`src/rtl/bus_master_if.sv`:
```
// bus_master_if: requests the shared bus, then drives a burst of single-cycle beats at incrementing addresses
module bus_master_if #(
    parameter int ADDR_W = 8,
    parameter int DATA_W = 8,
    parameter int LEN_W  = 4
) (
    input  logic              clk,
    input  logic              reset_n,
    input  logic              start,
    input  logic              cmd_wr,
    input  logic [ADDR_W-1:0] cmd_addr,
    input  logic [LEN_W-1:0]  cmd_len,
    input  logic [DATA_W-1:0] wdata,
    output logic              wdata_ack,
    output logic [DATA_W-1:0] rdata,
    output logic              rdata_valid,
    output logic              busy,
    output logic              done,
    output logic              M_req,
    input  logic              M_grant,
    output logic              M_en,
    output logic              M_wr,
    output logic [ADDR_W-1:0] M_addr,
    output logic [DATA_W-1:0] M_wdata,
    input  logic [DATA_W-1:0] M_rdata
);
    typedef enum logic [1:0] {IDLE, REQ, XFER, REL} state_t;
    state_t            r_state;
    logic [ADDR_W-1:0] r_addr;
    logic [LEN_W-1:0]  r_len;
    logic [LEN_W-1:0]  r_cnt;
    logic              r_wr;
    logic              r_req;
    logic              r_done;
    logic              r_rvalid;
    logic [DATA_W-1:0] r_rdata;
    logic              w_beat;
    logic              w_last;
    logic              w_wbeat;
    // A beat happens only while holding the bus; losing grant simply stalls the counter
    assign w_beat      = (r_state == XFER) && M_grant;
    assign w_wbeat     = w_beat && r_wr;
    assign w_last      = r_cnt == r_len - LEN_W'(1);
    assign M_req       = r_req;
    assign M_en        = w_beat;
    assign M_wr        = w_wbeat;
    assign M_addr      = w_beat ? r_addr + ADDR_W'(r_cnt) : '0;
    assign M_wdata     = w_wbeat ? wdata : '0;
    assign wdata_ack   = w_wbeat;
    assign busy        = r_state != IDLE;
    assign done        = r_done;
    assign rdata       = r_rdata;
    assign rdata_valid = r_rvalid;
    // Burst sequencer: latch the command, wait for grant, count beats, release for one cycle
    always_ff @(posedge clk or negedge reset_n) begin
        if (!reset_n) begin
            r_state  <= IDLE;
            r_addr   <= '0;
            r_len    <= '0;
            r_cnt    <= '0;
            r_wr     <= 1'b0;
            r_req    <= 1'b0;
            r_done   <= 1'b0;
            r_rvalid <= 1'b0;
            r_rdata  <= '0;
        end else begin
            r_done   <= 1'b0;
            r_rvalid <= w_beat && !r_wr;
            if (w_beat && !r_wr)
                r_rdata <= M_rdata;
            case (r_state)
                IDLE: begin
                    if (start && cmd_len != '0) begin
                        r_addr  <= cmd_addr;
                        r_len   <= cmd_len;
                        r_wr    <= cmd_wr;
                        r_cnt   <= '0;
                        r_req   <= 1'b1;
                        r_state <= REQ;
                    end else if (start) begin
                        r_done <= 1'b1;
                    end
                end
                REQ: begin
                    if (M_grant)
                        r_state <= XFER;
                end
                XFER: begin
                    if (M_grant) begin
                        r_cnt <= r_cnt + LEN_W'(1);
                        if (w_last) begin
                            r_req   <= 1'b0;
                            r_done  <= 1'b1;
                            r_state <= REL;
                        end
                    end
                end
                default: r_state <= IDLE;
            endcase
        end
    end
endmodule

```
`config.mk`:
```
export PLATFORM = sky130hd
export DESIGN_NAME = bus_master_if
export DESIGN_NICKNAME = d
export VERILOG_FILES = /design/src/rtl/bus_master_if.sv
export SDC_FILE = /design/constraint.sdc
export NUM_CORES = 1
export LEC_CHECK = 0
export ABC_AREA = 1
export ABC_CLOCK_PERIOD_IN_PS = 1700
export BUFFER_PORTS_ARGS = -buffer_cell sky130_fd_sc_hd__buf_4
export CORE_ASPECT_RATIO = 0.5
export CORE_MARGIN = 4
export CORE_UTILIZATION = 35
export CTS_CLUSTER_SIZE = 25
export DETAILED_ROUTE_END_ITERATION = 10
export REMOVE_ABC_BUFFERS = 1
export SLEW_MARGIN = 40
export SYNTH_ARGS = -nofsm -noshare
export SYNTH_HDL_FRONTEND = slang
export SYNTH_SLANG_ARGS = --single-unit
```
`constraint.sdc`:
```
create_clock -name clk -period 1.7 [get_ports clk]
set_input_delay 0.34 -clock clk [delete_from_list [all_inputs] [get_ports clk]]
set_output_delay 0.34 -clock clk [all_outputs]
set_load 0.01 [all_outputs]
```
# Word level (Yosys, flattened, before mapping)
# Cells that the tools add are included.
[classes] addsub=3 n_eq_ne=7 mux=19 reduce_logical=13
[ops] op="$mux 8" count=2
[ops] op="$add 8x4->8" count=1
[ops] op="$mux 2" count=4
[ops] op="$mux 4" count=2
[ops] op="$ne 2x2->1 const B" count=4
[ops] op="$pmux 4 s2" count=1
[ops] op="$reduce_and 4->1" count=2
[ops] op="$mux 1" count=7
[ops] op="$pmux 2 s3" count=1
[ops] op="$add 4x1->4 const B" count=1
[ops] op="$eq 4x4->1" count=1
[ops] op="$logic_and 1x1->1" count=4
[ops] op="$pmux 1 s2" count=2
[ops] op="$reduce_bool 2->1" count=2
[ops] op="$reduce_bool 4->1" count=1
[ops] op="$sub 4x1->4 const B" count=1
[ops] op="$reduce_and 3->1" count=1
[ops] op="$eq 2x1->1 const B" count=1
[ops] op="$eq 2x2->1 const B" count=1
[ops] op="$logic_not 2->1" count=1
[ops] op="$reduce_and 2->1" count=1
[ops] op="$logic_not 1->1" count=1
[word_totals] regBits=30 out_inout_bits=31 word_cells=51

# Longest topological paths before layout
# Gate-level depths: netlist (run 1).
[logic_depth] depth_word=5 mapped_depth=12

# Worst setup path after synthesis (run 1)
# No wires, ideal clock.
[synth_path] path_type="flip-flop to output port" startpoint="reg r_cnt[0]" endpoint="out M_addr[6]" arrival_ns=1.493 required_ns=1.360 slack_ns=-0.133 path_stages_with_launch=8 path_buffers=0 cell_sequence="dfrtp_1 -> ha_1 -> fa_1 -> nand3_1 -> nand3_1 -> nand2_1 -> o21ai_0 -> nor2_1"
[synth_between] elab_chain_len=2
[synth_rtl] item="start, declared" line="31" rtl="logic [LEN_W-1:0] r_cnt;"
[synth_rtl] item="start signal, assigned" line="90" rtl="r_cnt <= r_cnt + LEN_W'(1);"
[synth_rtl] item="$add 8x4->8" line="47" rtl="assign M_addr = w_beat ? r_addr + ADDR_W'(r_cnt) : '0;"
[synth_rtl] item="$mux 8" line="47"
[synth_rtl] item="end, declared" line="23" rtl="output logic [ADDR_W-1:0] M_addr,"
# Every way passes these cells.

# Worst setup path after layout (run 1)
[layout_path] startpoint="reg r_addr[0]" endpoint="out M_addr[6]"
[layout_between] elab_chain_len=2
[layout_rtl] item="start, declared" line="29" rtl="logic [ADDR_W-1:0] r_addr;"
[layout_rtl] item="start signal, assigned" line="74" rtl="r_addr <= cmd_addr;"
[layout_rtl] item="$add 8x4->8" line="47"
[layout_rtl] item="$mux 8" line="47"
# Every way passes these cells.

==> qor.yml, run 1 <==
routing:
  dr.pass1.iters: 4
  via_count: 1662
  drc: 0
  drt_iter0_drc: 45
  finalWirelength_um: 4400
  ant_nets: 0
  wl_per_cell_um: 11.4
  via_per_inst: 4.32
timing:
  fmax_mhz: 470
  worst_slack_ns: -0.429
  finClkSkew_ns: 0.00557
  finalSetupViolations: 15
  rsz0062_at_grt: "yes"
  hold_ws_ns: -0.00765
  slew_headroom_pct: 73.2
  worst_slew_pin_slew_ns: 0.402
  finalCritPeriodShare_pct: 125
  period_needed_ns: 2.13
  slew_violations: 0
  hold_viol: 18
  setup_total_negative_slack_ns: -2.81
worst_setup_path:
  crit_path_max_incr_delay_ns: 0.38
  worst_ep_required_time_ns: 1.36
  cp-start-kind: "flip-flop"
  cp_common_cell: "nand3_2"
  critPathKind: "reg2out"
  slowest_stage: "dfrtp_1"
  cp_data_arrival_time_ns: 1.79
  critPathCaptureType: "primary output"
  crit_path_cell_trace: "ha_2 > fa_2 > nand3_2 > nand3_2 > nand2_2 > inv_1 > a21oi_1 > nor2_1 > buf_4"
  critPathBufInv: 2
  crit_path_max_fanout: 2
  path_delay_family: "adder cells"
finish:
  fin_util_pct: 57.0
  multi_input_area_um2: 952
  seq_area_um2: 751
  design_area_mm2: 0.00263
  layout.nets: 361
  fillers: 448
  drive_above_1_share_pct: 39.8
  antennaDiodeCount: 0
  syn_to_final_growth_pct: 49.1
  final_cells: 385
grt:
  grtUsageTotal_pct: 14.1
  grt_util_met2_pct: 23.1
  grt_max_degree: 31
  use_met3_pct: 4.34
  gr-max-usage-layer: "met2"
  overflow: 0
  grt_pass1_vias: 1579
  met1_usage_pct: 18.6
  grt_pass1_wl_um: 7080
  grt_antenna_before_repair: 0
pwr:
  powerDensity_mw_per_mm2: 1500
  netSwitchingFraction_pct: 41.6
  p_seq_share_pct: 31.7
  ir_worst_vdd_uv: 694
  p_int_mw: 2.31
  pwr-share-comb_pct: 53.4
  p_total_mw: 3.95
  switchingPower_mw: 1.65
  power_leakage_nw: 1.46
  clkPwrFrac_pct: 14.9
cts:
  insertion_delay_ns: 0.27
  path_clk_slew_ns: 0.07
  clock_sinks: 30
  cts_hold_buf: 0
  root_buffer: "clkbuf_8"
  cts_tree: "built"
  clock_path_buffers: 2
  h-tree-depth: 2
  cts_buffers: 5
floorplanning:
  fp-row-count: 17
  io_pins: 64
  dieArea_mm2: 0.00631
  start_util_pct: 38.2
  die_w_um: 108
  core-area_mm2: 0.00462
  die_h_um: 58.2
yosys:
  synth_top_area_share_pct: 42.6
  synth_area_leaders: "dfrtp_1, nand2_1, ha_1"
  yosys.area.top_type: "dfrtp_1"
  ys_async_sr_fraction_pct: 100
  synth_cells: 234
  synth.distinct_cells: 23
  synth-edff-count: 0
  syn-cell-area_mm2: 0.00176
  synth-main-ff-cell: "dfrtp_1"
  yosysWarnings: 0
  synth-seq-area-share_pct: 42.6
  synth-seq-cells: 30
  avgSynthCellArea_um2: 7.54
run:
  maxCapViolCount: 0
outcome:
  status: "complete, but fails checks"
  violations: "negative hold slack, negative setup slack"
worst_hold_path:
  hold_path_class: "in2async"
placed_design:
  dp_hpwl_um: 3330
  dp_slack_ns: -0.242
  dpl_cell_area_mm2: 0.00238
  gp_congestion: 0.812
  io_buffers: 63
  dp_cells: 371
-- synthesized netlist by cell type, types with 2 or more instances --
master / number
a21oi_1: 8
nand2_4: 2
nand2_2: 3
nand3_2: 3
inv_2: 5
nor2_1: 19
ha_1: 9
nand3_1: 12
xor2_1: 2
dfrtp_1: 30
nor2_2: 2
xnor2_1: 2
o21ai_0: 7
nor2_4: 2
nand2_1: 83
inv_1: 30
buf_2: 2
o21ai_1: 8
-- cell families (layout without fill, tap and decap cells) --
logic type | after synthesis | after routing | synth area share, %
XOR/XNOR | 4 | 4 | 1.99
adder cells (fa/ha/maj) | 10 | 10 | 7.52
buffers and inverters | 38 | 123 | 8.44
flip-flops | 30 | 30 | 42.6
AND/OR/NAND/NOR | 128 | 128 | 32.6
AO/OA/AOI/OAI | 24 | 24 | 6.88
-- area by class of cell --
cell class	count	area share, %
multi-input combinational	166	36.2
sequential	30	28.5
timing repair buffer	80	23.5
inverter	35	5.09
clock buffer	7	3.28
tap	66	3.14
clock inverter	1	0.190
-- metal layers --
metal | wire length [um] | vias to the layer above | share of wire, %
li1 | - | 887 | -
met1 | 2110 | 738 | 48
met2 | 2000 | 35 | 45
met3 | 264 | 2 | 6.0
met4 | 23 | 0 | 0.52
met5 | 0 | - | 0
-- worst paths after layout --
| path | cells after the start | from | slack [ns] | end |
|---|---|---|---|---|
| min in group clk | 3 | cmd_addr[3] | 0.25 | r_addr[3] |
| min | 1 | reset_n | -0.008 | r_addr[3] |
| max reg2reg | 9 | r_len[0] | 0.23 | r_state[1] |
| max | 9 | r_addr[0] | -0.43 | M_addr[6] |
| min reg2reg | 2 | M_req | 0.48 | M_req |
| max in group asynchronous | 1 | reset_n | 1.42 | rdata[5] |
-- cells in the final DEF (no fill, tap or decap), types with 6 or more instances in the layout --
cell,netlist,final
a21oi_1,8,7
buf_4,1,75
clkbuf_8,0,6
dfrtp_1,30,30
inv_1,30,27
inv_2,5,7
nand2_1,83,81
nand3_1,12,9
nand3_2,3,6
nor2_1,19,12
nor2_2,2,7
o21ai_0,7,6
o21ai_1,8,8
-- worst reg2reg max path, cell delays in order (launching register included) --
cell	delay [ns]
dfrtp_1	0.38
inv_1	0.09
ha_1	0.31
xnor2_1	0.14
nor2_2	0.09
nand3_2	0.09
nand2_2	0.10
nand2_2	0.06
nand2_1	0.05
nand2_1	0.05
-- power groups by stage --
stage / logic, mW / clock network (mW) / registers, mW
global placement: 1.89 / 0 / 1.24
finish: 2.11 / 0.590 / 1.25
floorplan: 1.15 / 0 / 1.27
CTS: 2.06 / 0.607 / 1.26
detailed placement: 1.91 / 0 / 1.25
global route: 2.40 / 0.650 / 1.30
-- timing repair --
item,CTS,global route
resized for setup,18,15
buffers inserted,5,3
pin swaps,7,5
gates cloned,0,0
endpoints found under the setup margin,17,19
-- registers in the layout (all words and copies together) (netlist names) --
register / count
M_req: 1
done: 1
r_addr: 8
r_cnt: 4
r_len: 4
r_state: 2
r_wr: 1
rdata: 8
rdata_valid: 1
No activity file was read; power rests on OpenSTA's default activity.
==> run 2, diff against run 1 <==
- ABC_AREA: 1 -> default
- CAP_MARGIN: default -> 40
==> qor.yml, run 2 <==
grt:
  overflow: 0  # unchanged
  grtUsageTotal_pct: 15.4  # +1.2 points
  grt_antenna_before_repair: 0  # unchanged
  grt_pass1_vias: 1600  # +1.3%
  grt_pass1_wl_um: 7470  # +5.6%
  grt_max_degree: 31  # unchanged
routing:
  top_layer: "met4"
  wl_met1_um: 2330  # +10%
  routed-wl-met3_um: 292  # +11%
  drc: 0  # unchanged
  drt_iter0_drc: 29  # -36%
  routed-wl-met2_um: 2360  # +18%
  via_count: 1583  # -4.8%
  dr.pass1.iters: 4  # unchanged
  wl_per_cell_um: 15.6  # +37%
  finalWirelength_um: 5020  # +14%
  via_per_inst: 4.92  # +14%
  ant_nets: 0  # unchanged
yosys:
  syn-cell-area_mm2: 0.00175  # -0.57%
  synth_most_common_cell: "dfrtp_1"
  synth-seq-area-share_pct: 42.8  # +0.24 points
  synth_cells: 158  # -32%
  synth.distinct_cells: 46  # +100%
  yosys.area.top_type: "dfrtp_1"
  ys_top_cells_by_count: "dfrtp_1, inv_1, mux2_2, nand2_1, ha_1"
  yosysWarnings: 0  # unchanged
  avgSynthCellArea_um2: 11.1  # +47%
  synth-edff-count: 0  # unchanged
  synth-main-ff-cell: "dfrtp_1"
  ys_async_sr_fraction_pct: 100  # unchanged
  synth_area_leaders: "dfrtp_1, ha_1, mux2_2"
  synth_top_area_share_pct: 42.8  # +0.24 points
  synth-seq-cells: 30  # unchanged
floorplanning:
  start_util_pct: 38.0  # -0.22 points
  die_w_um: 108  # -0.26%
  core-area_mm2: 0.00462  # unchanged
  dieArea_mm2: 0.00628  # -0.50%
  fp-row-count: 17  # unchanged
  die_h_um: 58.1  # -0.24%
  io_pins: 64  # unchanged
cts:
  clock_sinks: 30  # unchanged
  cts_tree: "built"
  clock_path_buffers: 2  # unchanged
  insertion_delay_ns: 0.28  # about the same
  h-tree-depth: 2  # unchanged
  root_buffer: "clkbuf_8"
  path_clk_slew_ns: 0.07  # about the same
  cts_buffers: 5  # unchanged
timing:
  fmax_mhz: 442  # -5.9%
  hold_viol: 0  # -18
  finalSetupViolations: 31  # +16
  slew_violations: 0  # unchanged
  rsz0062_at_grt: "yes"
  slew_headroom_pct: 62.0  # -11 points
  hold_ws_ns: 0.287  # +0.294 ns
  worst_slew_pin_slew_ns: 0.562  # +0.160 ns
  finClkSkew_ns: 0.00165  # -0.00392 ns
  finalCritPeriodShare_pct: 133  # +7.8 points
  worst_slack_ns: -0.562  # -0.133 ns
  period_needed_ns: 2.26  # +0.133 ns
worst_setup_path:
  worst_ep_required_time_ns: 1.36  # about the same
  critPathKind: "reg2out"
  crit_path_max_fanout: 3  # +1
  critPathCaptureType: "primary output"
  cp-start-kind: "flip-flop"
  cp_data_arrival_time_ns: 1.92  # +0.13 ns
outcome:
  status: "complete, but fails checks"
  violations: "negative setup slack"
placed_design:
  dp_slack_ns: -0.479  # -0.237 ns
  dp_hpwl_um: 3480  # +4.2%
  gp_congestion: 0.872  # +7.4%
  io_buffers: 63  # unchanged
pwr:
  powerDensity_mw_per_mm2: 1700  # +13%
  ir_worst_vdd_uv: 795  # +15%
  power_leakage_nw: 1.38  # -5.9%
finish:
  drive_above_1_share_pct: 61.7  # +22 points
  antennaDiodeCount: 0  # unchanged
  fillers: 365  # -19%
  layout_common_cells: "buf_4, dfrtp_1, buf_6, mux2_4"
  final_common_cell: "buf_4"
  syn_to_final_growth_pct: 66.9
  layout.nets: 298  # -17%
run:
  maxCapViolCount: 0  # unchanged
worst_hold_path:
  hold_path_class: "in2reg"
==> run 2: changes by cell type after synthesis, sizes merged, moves of 4 or more <==
cell | previous run | this run
nor2 | 24 | 6
a21oi | 8 | 4
xnor2 | 2 | 6
nor3 | 0 | 4
inv | 35 | 10
nand3 | 15 | 4
nand2 | 88 | 11
and2 | 0 | 8
mux2 | 0 | 19
==> run 2: stage by stage <==
step	util (%)	TNS, ns	cells	total power [mW]	instance area (um2)
2_1_floorplan	-	-1.65	154	2.57	1730
3_3_place_gp	53.0	-1.49	303	3.50	2440
3_5_place_dp	53.0	-1.59	303	3.55	2440
4_1_cts	57.8	-3.34	316	4.52	2670
5_1_grt	63.4	-7.56	322	5.31	2930
6_report	63.4	-5.06	322	4.97	2930
==> run 2: kinds of logic (layout without fill, tap and decap cells) <==
group	after synthesis	in the layout	share of synthesized area, %
buf+inv	14	110	3.71
flops	30	30	42.8
fa+ha+maj	10	10	7.56
xor+xnor	9	9	5.35
compound gates	30	30	11.1
simple gates	44	46	14.8
mux	21	21	14.6
==> run 2: final timing paths <==
check | from | end | slack [ns] | depth (start not counted)
hold reg to reg | rdata[4] | rdata[4] | 0.51 | 1
min in group asynchronous | reset_n | rdata[3] | 0.54 | 2
max in group asynchronous | reset_n | r_len[3] | 0.88 | 2
setup reg to reg | r_state[1] | r_cnt[3] | -0.18 | 9
setup / recovery | r_cnt[0] | M_addr[6] | -0.56 | 7
hold / removal | cmd_addr[5] | r_addr[5] | 0.29 | 2
==> run 2: area by class of cell <==
cell class | count | area (um2) | share of cell area [%]
clock buffer | 5 | 68.8 | 2.35
clock inverter | 3 | 40.0 | 1.37
inverter | 10 | 50.0 | 1.71
multi-input combinational | 116 | 1140 | 38.8
sequential | 30 | 751 | 25.6
tap | 66 | 82.6 | 2.82
timing repair buffer | 92 | 800 | 27.3
==> run 2: layer usage <==
| layer | GRT usage, % | vias to the layer above |
|---|---|---|
| li1 | - | 755 |
| met1 | 20.7 | 776 |
| met2 | 24.1 | 47 |
| met3 | 4.34 | 5 |
| met4 | 4.86 | 0 |
| met5 | 0 | - |
==> run 2: power breakdown <==
| group | total [mW] | internal (mW) | switching, mW |
|---|---|---|---|
| logic | 2.93 | 1.69 | 1.24 |
| clock network | 0.712 | 0.431 | 0.282 |
| registers | 1.33 | 1.04 | 0.287 |
==> run 2: repair_timing <==
| item | CTS | global route |
|---|---|---|
| hold endpoints to repair | 24 | 0 |
| setup endpoints to repair | 31 | 24 |
| gates cloned | 1 | 1 |
| setup buffers | 3 | 7 |
| hold buffers | 1 | 0 |
| pin swaps | 11 | 22 |
| resized for setup | 23 | 60 |
==> run 2: worst max-delay path, stage by stage, from the launching register on <==
cell	delay, ns
dfrtp_1	0.39
ha_2	0.21
fa_2	0.34
a21o_1	0.19
a21oi_4	0.16
o21ai_1	0.09
a21oi_1	0.13
buf_4	0.14
